$ cat config.mk
export PLATFORM = sky130hd
export DESIGN_NAME = round_scorer_flat
export DESIGN_NICKNAME = d
export VERILOG_FILES = /design/src/rtl/round_scorer_if.sv /design/src/rtl/round_scorer.sv /design/src/flat_wrapper.sv
export SDC_FILE = /design/constraint.sdc
export NUM_CORES = 1
export LEC_CHECK = 0
export CAP_MARGIN = 20
export CELL_PAD_IN_SITES_DETAIL_PLACEMENT = 1
export CELL_PAD_IN_SITES_GLOBAL_PLACEMENT = 2
export CORE_MARGIN = 2
export CORE_UTILIZATION = 37
export DETAILED_ROUTE_END_ITERATION = 8
export PLACE_DENSITY = 0.95
export SLEW_MARGIN = 0
export SYNTH_ARGS = -nofsm -noshare
export SYNTH_HDL_FRONTEND = slang
export SYNTH_SLANG_ARGS = --single-unit
$ cat constraint.sdc
create_clock -name clk -period 9.2 [get_ports clk]
set_clock_uncertainty 0.1 [all_clocks]
set_input_delay 1.38 -clock clk [delete_from_list [all_inputs] [get_ports clk]]
set_output_delay 1.38 -clock clk [all_outputs]
set_load 0.02 [all_outputs]
$ cat src/rtl/round_scorer_if.sv
// Signal bundle between the digit-entry/compare FSM, the round scorer and its display/LED consumers.
// All signals are plain levels or one-cycle pulses; there is no valid/ready pairing.
interface round_scorer_if;
  logic        start;
  logic        checking;
  logic        match;
  logic [7:0]  secs_bcd;
  logic [11:0] score_bcd;
  logic        round_active;
  logic        win;
  logic        timeout;
  logic [2:0]  state;

  modport master (
    output start, checking, match,
    input  secs_bcd, score_bcd, round_active, win, timeout, state
  );

  modport slave (
    input  start, checking, match,
    output secs_bcd, score_bcd, round_active, win, timeout, state
  );
endinterface

$ cat src/rtl/round_scorer.sv
// Per-round countdown with stable-match qualification; awards remaining seconds
// to a saturating 3-digit BCD score and pulses win/timeout.
module round_scorer #(
  parameter int TICK_DIV      = 50000000,
  parameter int ROUND_SECONDS = 30,
  parameter int MATCH_STABLE  = 1000
) (
  input  logic          clk,
  input  logic          resetn,
  round_scorer_if.slave bus
);

  typedef enum logic [2:0] {
    IDLE  = 3'd0,
    ARMED = 3'd1,
    RUN   = 3'd2,
    WIN   = 3'd3,
    LOSE  = 3'd4
  } state_e;

  localparam int PW = (TICK_DIV > 1) ? $clog2(TICK_DIV) : 1;
  localparam int SW = (MATCH_STABLE > 0) ? $clog2(MATCH_STABLE + 1) : 1;
  localparam logic [7:0] SECS_INIT = {4'(ROUND_SECONDS / 10), 4'(ROUND_SECONDS % 10)};

  state_e          state_q;
  logic            start_q;
  logic [7:0]      secs_q;
  logic [7:0]      secs_d;
  logic [11:0]     score_q;
  logic [11:0]     score_d;
  logic [PW-1:0]   presc_q;
  logic [SW-1:0]   stable_q;
  logic            win_q;
  logic            timeout_q;

  logic            start_rise;
  logic            tick;
  logic            win_hit;
  logic            last_sec;
  logic [4:0]      d0, d1, d2;
  logic            c0, c1;

  always_comb begin
    start_rise = bus.start & ~start_q;
    tick       = (presc_q == PW'(TICK_DIV - 1));
    win_hit    = bus.match && (stable_q == SW'(MATCH_STABLE - 1));
    last_sec   = (secs_q == 8'h01);

    secs_d = secs_q;
    if (secs_q[3:0] == 4'd0) secs_d = {secs_q[7:4] - 4'd1, 4'd9};
    else                     secs_d = {secs_q[7:4], secs_q[3:0] - 4'd1};

    // Digit-serial BCD add of the pre-decrement seconds, clamped at 999.
    d0 = {1'b0, score_q[3:0]} + {1'b0, secs_q[3:0]};
    c0 = (d0 > 5'd9);
    if (c0) d0 = d0 - 5'd10;
    d1 = {1'b0, score_q[7:4]} + {1'b0, secs_q[7:4]} + {4'd0, c0};
    c1 = (d1 > 5'd9);
    if (c1) d1 = d1 - 5'd10;
    d2 = {1'b0, score_q[11:8]} + {4'd0, c1};
    if (d2 > 5'd9) score_d = 12'h999;
    else           score_d = {d2[3:0], d1[3:0], d0[3:0]};
  end

  always_ff @(posedge clk) begin
    if (!resetn) begin
      state_q   <= IDLE;
      start_q   <= 1'b0;
      secs_q    <= SECS_INIT;
      score_q   <= '0;
      presc_q   <= '0;
      stable_q  <= '0;
      win_q     <= 1'b0;
      timeout_q <= 1'b0;
    end else begin
      start_q   <= bus.start;
      win_q     <= 1'b0;
      timeout_q <= 1'b0;
      case (state_q)
        IDLE: begin
          if (start_rise) begin
            state_q <= ARMED;
            secs_q  <= SECS_INIT;
          end
        end
        ARMED: begin
          if (bus.checking) begin
            state_q  <= RUN;
            presc_q  <= '0;
            stable_q <= '0;
          end
        end
        RUN: begin
          presc_q <= tick ? '0 : presc_q + 1'b1;
          if (!bus.match)                           stable_q <= '0;
          else if (stable_q != SW'(MATCH_STABLE))   stable_q <= stable_q + 1'b1;
          // A win on the final tick takes priority: score the 01, keep secs, no timeout.
          if (win_hit) begin
            state_q <= WIN;
            score_q <= score_d;
            win_q   <= 1'b1;
          end else if (!bus.checking) begin
            state_q <= IDLE;
            secs_q  <= SECS_INIT;
          end else if (tick) begin
            secs_q <= secs_d;
            if (last_sec) begin
              state_q   <= LOSE;
              timeout_q <= 1'b1;
            end
          end
        end
        WIN, LOSE: begin
          if (start_rise) begin
            state_q <= ARMED;
            secs_q  <= SECS_INIT;
          end
        end
        default: state_q <= IDLE;
      endcase
    end
  end

  assign bus.secs_bcd     = secs_q;
  assign bus.score_bcd    = score_q;
  assign bus.win          = win_q;
  assign bus.timeout      = timeout_q;
  assign bus.state        = state_q;
  assign bus.round_active = (state_q == RUN);

endmodule

$ cat src/flat_wrapper.sv
// flat-port wrapper written by rule: the top's interface ports become plain ports
module round_scorer_flat 
#(
  parameter int TICK_DIV      = 50000000,
  parameter int ROUND_SECONDS = 30,
  parameter int MATCH_STABLE  = 1000
)
  (clk, resetn, bus_start, bus_checking, bus_match, bus_secs_bcd, bus_score_bcd, bus_round_active, bus_win, bus_timeout, bus_state);
  round_scorer_if bus_i ();
  input  logic clk;
  input  logic resetn;
  input wire logic [$bits(bus_i.start)-1:0] bus_start;
  input wire logic [$bits(bus_i.checking)-1:0] bus_checking;
  input wire logic [$bits(bus_i.match)-1:0] bus_match;
  output wire logic [$bits(bus_i.secs_bcd)-1:0] bus_secs_bcd;
  output wire logic [$bits(bus_i.score_bcd)-1:0] bus_score_bcd;
  output wire logic [$bits(bus_i.round_active)-1:0] bus_round_active;
  output wire logic [$bits(bus_i.win)-1:0] bus_win;
  output wire logic [$bits(bus_i.timeout)-1:0] bus_timeout;
  output wire logic [$bits(bus_i.state)-1:0] bus_state;
  assign bus_i.start = bus_start;
  assign bus_i.checking = bus_checking;
  assign bus_i.match = bus_match;
  assign bus_secs_bcd = bus_i.secs_bcd;
  assign bus_score_bcd = bus_i.score_bcd;
  assign bus_round_active = bus_i.round_active;
  assign bus_win = bus_i.win;
  assign bus_timeout = bus_i.timeout;
  assign bus_state = bus_i.state;
  round_scorer #(.TICK_DIV(TICK_DIV), .ROUND_SECONDS(ROUND_SECONDS), .MATCH_STABLE(MATCH_STABLE)) u_core (.clk(clk), .resetn(resetn), .bus(bus_i));
endmodule
==> qor.log <==
INFO  logic_synthesis synthTopCellsByArea=dfxtp_1 35%, o21ai_0 6.7%, ha_1 5.6%, nand2_1 4.9%, a21oi_1 4.5%
INFO  layout         post_route_cells_drive_above_1_share=6.39%
INFO  worst_setup_path cp_data_required_time=9.36ns
INFO  timing         layout_worst_path_cycle_share=55.1%
INFO  grt            grt_start_max_net_pins=25
INFO  clock_network  cts_buffers=9
INFO  worst_setup_path cp_data_arrival_time=5.22ns
INFO  logic_synthesis synth-edff-count=0
INFO  route          drtIter0Drc=118
INFO  logic_synthesis post_synth.cell_area_avg=7.92um2
INFO  floorplan      chipHeight=102um
INFO  clock_network  ctsLongestPathBuffers=2
INFO  layout         insertedDiodeCount=0
INFO  power          total_power=0.713mW
INFO  clock_network  worst_setup_hold_path_clk_slew=0.08ns
INFO  timing         whs=0.369ns
INFO  timing         final.setup.tns=0ns
INFO  clock_network  cts-root-buf=clkbuf_8
INFO  min_path       holdCritPathClass=register to register
INFO  logic_synthesis synthFlopType=dfxtp_1
INFO  floorplan      floorplan.rows=35
INFO  placement      routabilityCongestion=0.810
INFO  timing         max_clock_freq=197MHz
INFO  timing         maxSlewHeadroom=32.4%
INFO  floorplan      die_x=102um
INFO  timing         timing.final.ws_setup=4.13ns
INFO  worst_setup_path cell_count_of_the_worst_reg_to_reg_path=20
INFO  worst_setup_path crit_path_end=u_core.bus.score_bcd[2]$_SDFFE_PN0P_
INFO  route          num_vias=3405
INFO  grt            overflow=0
INFO  logic_synthesis synth.yosys.warnings=0
INFO  worst_setup_path crit_path_max_fanout=8
INFO  route          drc=0
INFO  timing         drv_slew=0
INFO  worst_setup_path timing.critical_path.slowest_cell_delay=0.49ns
INFO  grt            antenna_found_initial=0
INFO  clock_network  hold_buffers=0
INFO  worst_setup_path critPathLaunchType=register
INFO  floorplan      initial_core_util=38.5%
INFO  placement      placed_cells_incl_taps=597
INFO  worst_setup_path timing.setup.critical_path_class=register to register
INFO  clock_network  clk_latency=0.34ns
INFO  logic_synthesis synth_largest_area_cell=dfxtp_1
INFO  timing         timing_hold_violations_final=0
INFO  worst_setup_path crit_path_cell_trace=ha_1 -> inv_1 -> fa_1 -> xor2_1 -> nand2_1 -> a21oi_1 -> fa_1 -> inv_1 -> fa_1 -> xor2_1 -> nor2_1 -> o21ai_0 -> ha_1 -> ha_1 -> o21ai_0 -> nand2b_1 -> o221ai_1 -> and2_1 -> nand2_4 -> o31ai_2
INFO  worst_setup_path worst_setup_path_startpoint=u_core.bus.secs_bcd[0]$_SDFFE_PN0P_
INFO  layout         area_delta_synth_final=17.0%
INFO  worst_setup_path critical_path.reg2reg.endpoint=u_core.bus.score_bcd[2]$_SDFFE_PN0P_
INFO  route          finalWirelength=9930um
INFO  route          post_drt_via_cell_ratio=5.55
INFO  route          drt.antenna.violating_nets=0
INFO  clock_network  clock-sinks=62
INFO  timing         grt_setup_unrepaired=no
INFO  logic_synthesis synth.yosys.seq_area_share=34.6%
INFO  route          routedWlPerCell=16.2um
INFO  grt            first_global_vias=3427
INFO  floorplan      pin_count=31
INFO  status         status=completed
INFO  flow_run       max-cap-violations=0
INFO  clock_network  postCtsResizedCells=0
INFO  grt            gr-usage-all-layers=20.3%
INFO  power          leakage_power=1.51nW
INFO  logic_synthesis async_reset_ff_share=0%
INFO  worst_setup_path worst_reg_to_reg_setup_slack=4.13ns
INFO  grt            grt_pass1_wl=16800um
INFO  placement      dp_slack=4.18ns
INFO  clock_network  cts_tree=yes
INFO  logic_synthesis syn_inst=453
INFO  timing         report.final.setup_viol=0
INFO  layout         post_layout_nonfiller_instances=614
INFO  layout         multi_input_area=2180um2
INFO  logic_synthesis synthesis.area=3590um2
INFO  worst_setup_path setup.worst_path.end_class=register
INFO  logic_synthesis yosys-top-cells-count=62 x dfxtp_1, 48 x o21ai_0, 47 x nand2_1, 42 x nor2_1, 32 x a21oi_1
INFO  timing         max_slew.worst_pin.slew=1.01ns
INFO  floorplan      dieArea=10500um2
INFO  logic_synthesis synth_most_common_cell=dfxtp_1
INFO  worst_setup_path worst_r2r_startpoint=u_core.bus.secs_bcd[0]$_SDFFE_PN0P_
INFO  logic_synthesis synth.net_count=477
INFO  layout         fillers=1146
INFO  placement      hpwlAfterDp=7080um
INFO  clock_network  cts.repair_timing.setup_buffer_count=0
INFO  worst_setup_path critical-path-slowest-cell=dfxtp_1
INFO  power          power-per-cell-area=170nW/um2
INFO  logic_synthesis ys_seq_elements=62
INFO  timing         timing.final.crit_period=5.07ns
INFO  placement      placement.io_buffers=30
INFO  floorplan      core=9330um2
INFO  layout         finalNetCount=504
INFO  logic_synthesis synthDistinctLibCells=59
INFO  logic_synthesis netlist.area_leader.share=34.6%
INFO  route          tritonroute_pass_1_iters=4
INFO  power          power.ir.vdd_worst=0.0984mV
INFO  layout         sequential_cell_area=1240um2
INFO  clock_network  h-tree-depth=3
how the worst min path moves through the flow:
stage	startpoint	end	slack, ns	depth (start not counted)
2_1_floorplan	u_core.presc_q[6]$_SDFFE_PN0P_	u_core.presc_q[6]$_SDFFE_PN0P_	0.31	1
3_3_place_gp	u_core.presc_q[6]$_SDFFE_PN0P_	u_core.presc_q[6]$_SDFFE_PN0P_	0.34	1
3_5_place_dp	u_core.presc_q[25]$_SDFFE_PN0P_	u_core.presc_q[25]$_SDFFE_PN0P_	0.36	1
4_1_cts	u_core.presc_q[25]$_SDFFE_PN0P_	u_core.presc_q[25]$_SDFFE_PN0P_	0.37	1
5_1_grt	u_core.presc_q[25]$_SDFFE_PN0P_	u_core.presc_q[25]$_SDFFE_PN0P_	0.39	1
6_report	u_core.presc_q[25]$_SDFFE_PN0P_	u_core.presc_q[25]$_SDFFE_PN0P_	0.37	1
cell usage in the layout, fill, tap and decap left out, drive strengths merged, types with 3 or more instances in the layout:
master | netlist | layout
o21ai | 49 | 49
o32ai | 3 | 3
inv | 22 | 22
o31ai | 8 | 8
nand2 | 48 | 48
ha | 16 | 16
nor2b | 4 | 4
clkinvlp | 0 | 3
and2 | 8 | 8
clkbuf | 9 | 11
nand2b | 7 | 7
clkdlybuf4s50 | 0 | 30
o21bai | 3 | 3
or3 | 4 | 4
and3 | 8 | 8
nor2 | 43 | 43
mux2i | 3 | 3
nor3 | 13 | 13
fa | 3 | 3
nor4b | 3 | 3
xor2 | 5 | 5
a21oi | 32 | 32
dfxtp | 62 | 62
nand3 | 21 | 21
a31oi | 11 | 11
nand3b | 6 | 6
xnor2 | 10 | 10
nand4 | 11 | 11
nor4 | 3 | 3
cells by family (layout without fill, tap and decap cells):
logic type / Yosys count / in the layout / synth area share (%)
AO/OA/AOI/OAI: 124 / 124 / 21.1
XOR/XNOR: 15 / 15 / 3.66
adder cells (fa/ha/maj): 19 / 19 / 7.25
buffers and inverters: 38 / 70 / 4.53
flip-flops: 62 / 62 / 34.6
multiplexers: 5 / 5 / 1.46
AND/OR/NAND/NOR: 190 / 190 / 27.4
layout make-up:
| type | count | share of cell area, % |
|---|---|---|
| clock buffers | 11 | 3.61 |
| inverters | 22 | 1.97 |
| clock inverters | 5 | 1.37 |
| repair buffers | 32 | 7.60 |
| flip-flops and latches | 62 | 29.6 |
| well taps | 129 | 3.85 |
| multi-input cells | 353 | 52.0 |
flip-flops by register name (all words and copies together) (netlist names):
name	flops
u_core.presc_q	26
u_core.stable_q	10
u_core.bus.state	3
u_core.bus.win	1
u_core.bus.timeout	1
u_core.start_q	1
u_core.bus.secs_bcd	8
u_core.bus.score_bcd	12
critical path: cells and delay by family, from the launching register on:
kind                     cells  cell delay (ns)
flip-flops                   1             0.49
AO/OA/AOI/OAI                5             1.08
adder cells (fa/ha/maj)      6             1.83
XOR/XNOR                     2             0.56
buffers and inverters        2             0.12
AND/OR/NAND/NOR              5             0.81
routing by layer:
layer | vias up | routed length, um | part of all wire (%) | track usage [%]
met5 | - | 0 | 0 | 0
met2 | 54 | 4700 | 47 | 34.0
li1 | 1684 | - | - | -
met3 | 8 | 374 | 3.8 | 4.79
met1 | 1659 | 4720 | 48 | 26.4
met4 | 0 | 129 | 1.3 | 4.82
per-stage QoR:
stage	cell area [um2]	util, %
CTS	4190	44.9
finish	4200	45.0
floorplan	3590	-
detailed placement	3980	42.6
global route	4200	45.0
global placement	3980	42.6
where the power goes:
part           switching (mW)  internal, mW  total, mW
Combinational           0.108        0.0590      0.167
Sequential             0.0188         0.278      0.297
Clock                   0.110         0.139      0.249
No activity file was read; power rests on OpenSTA's default activity.
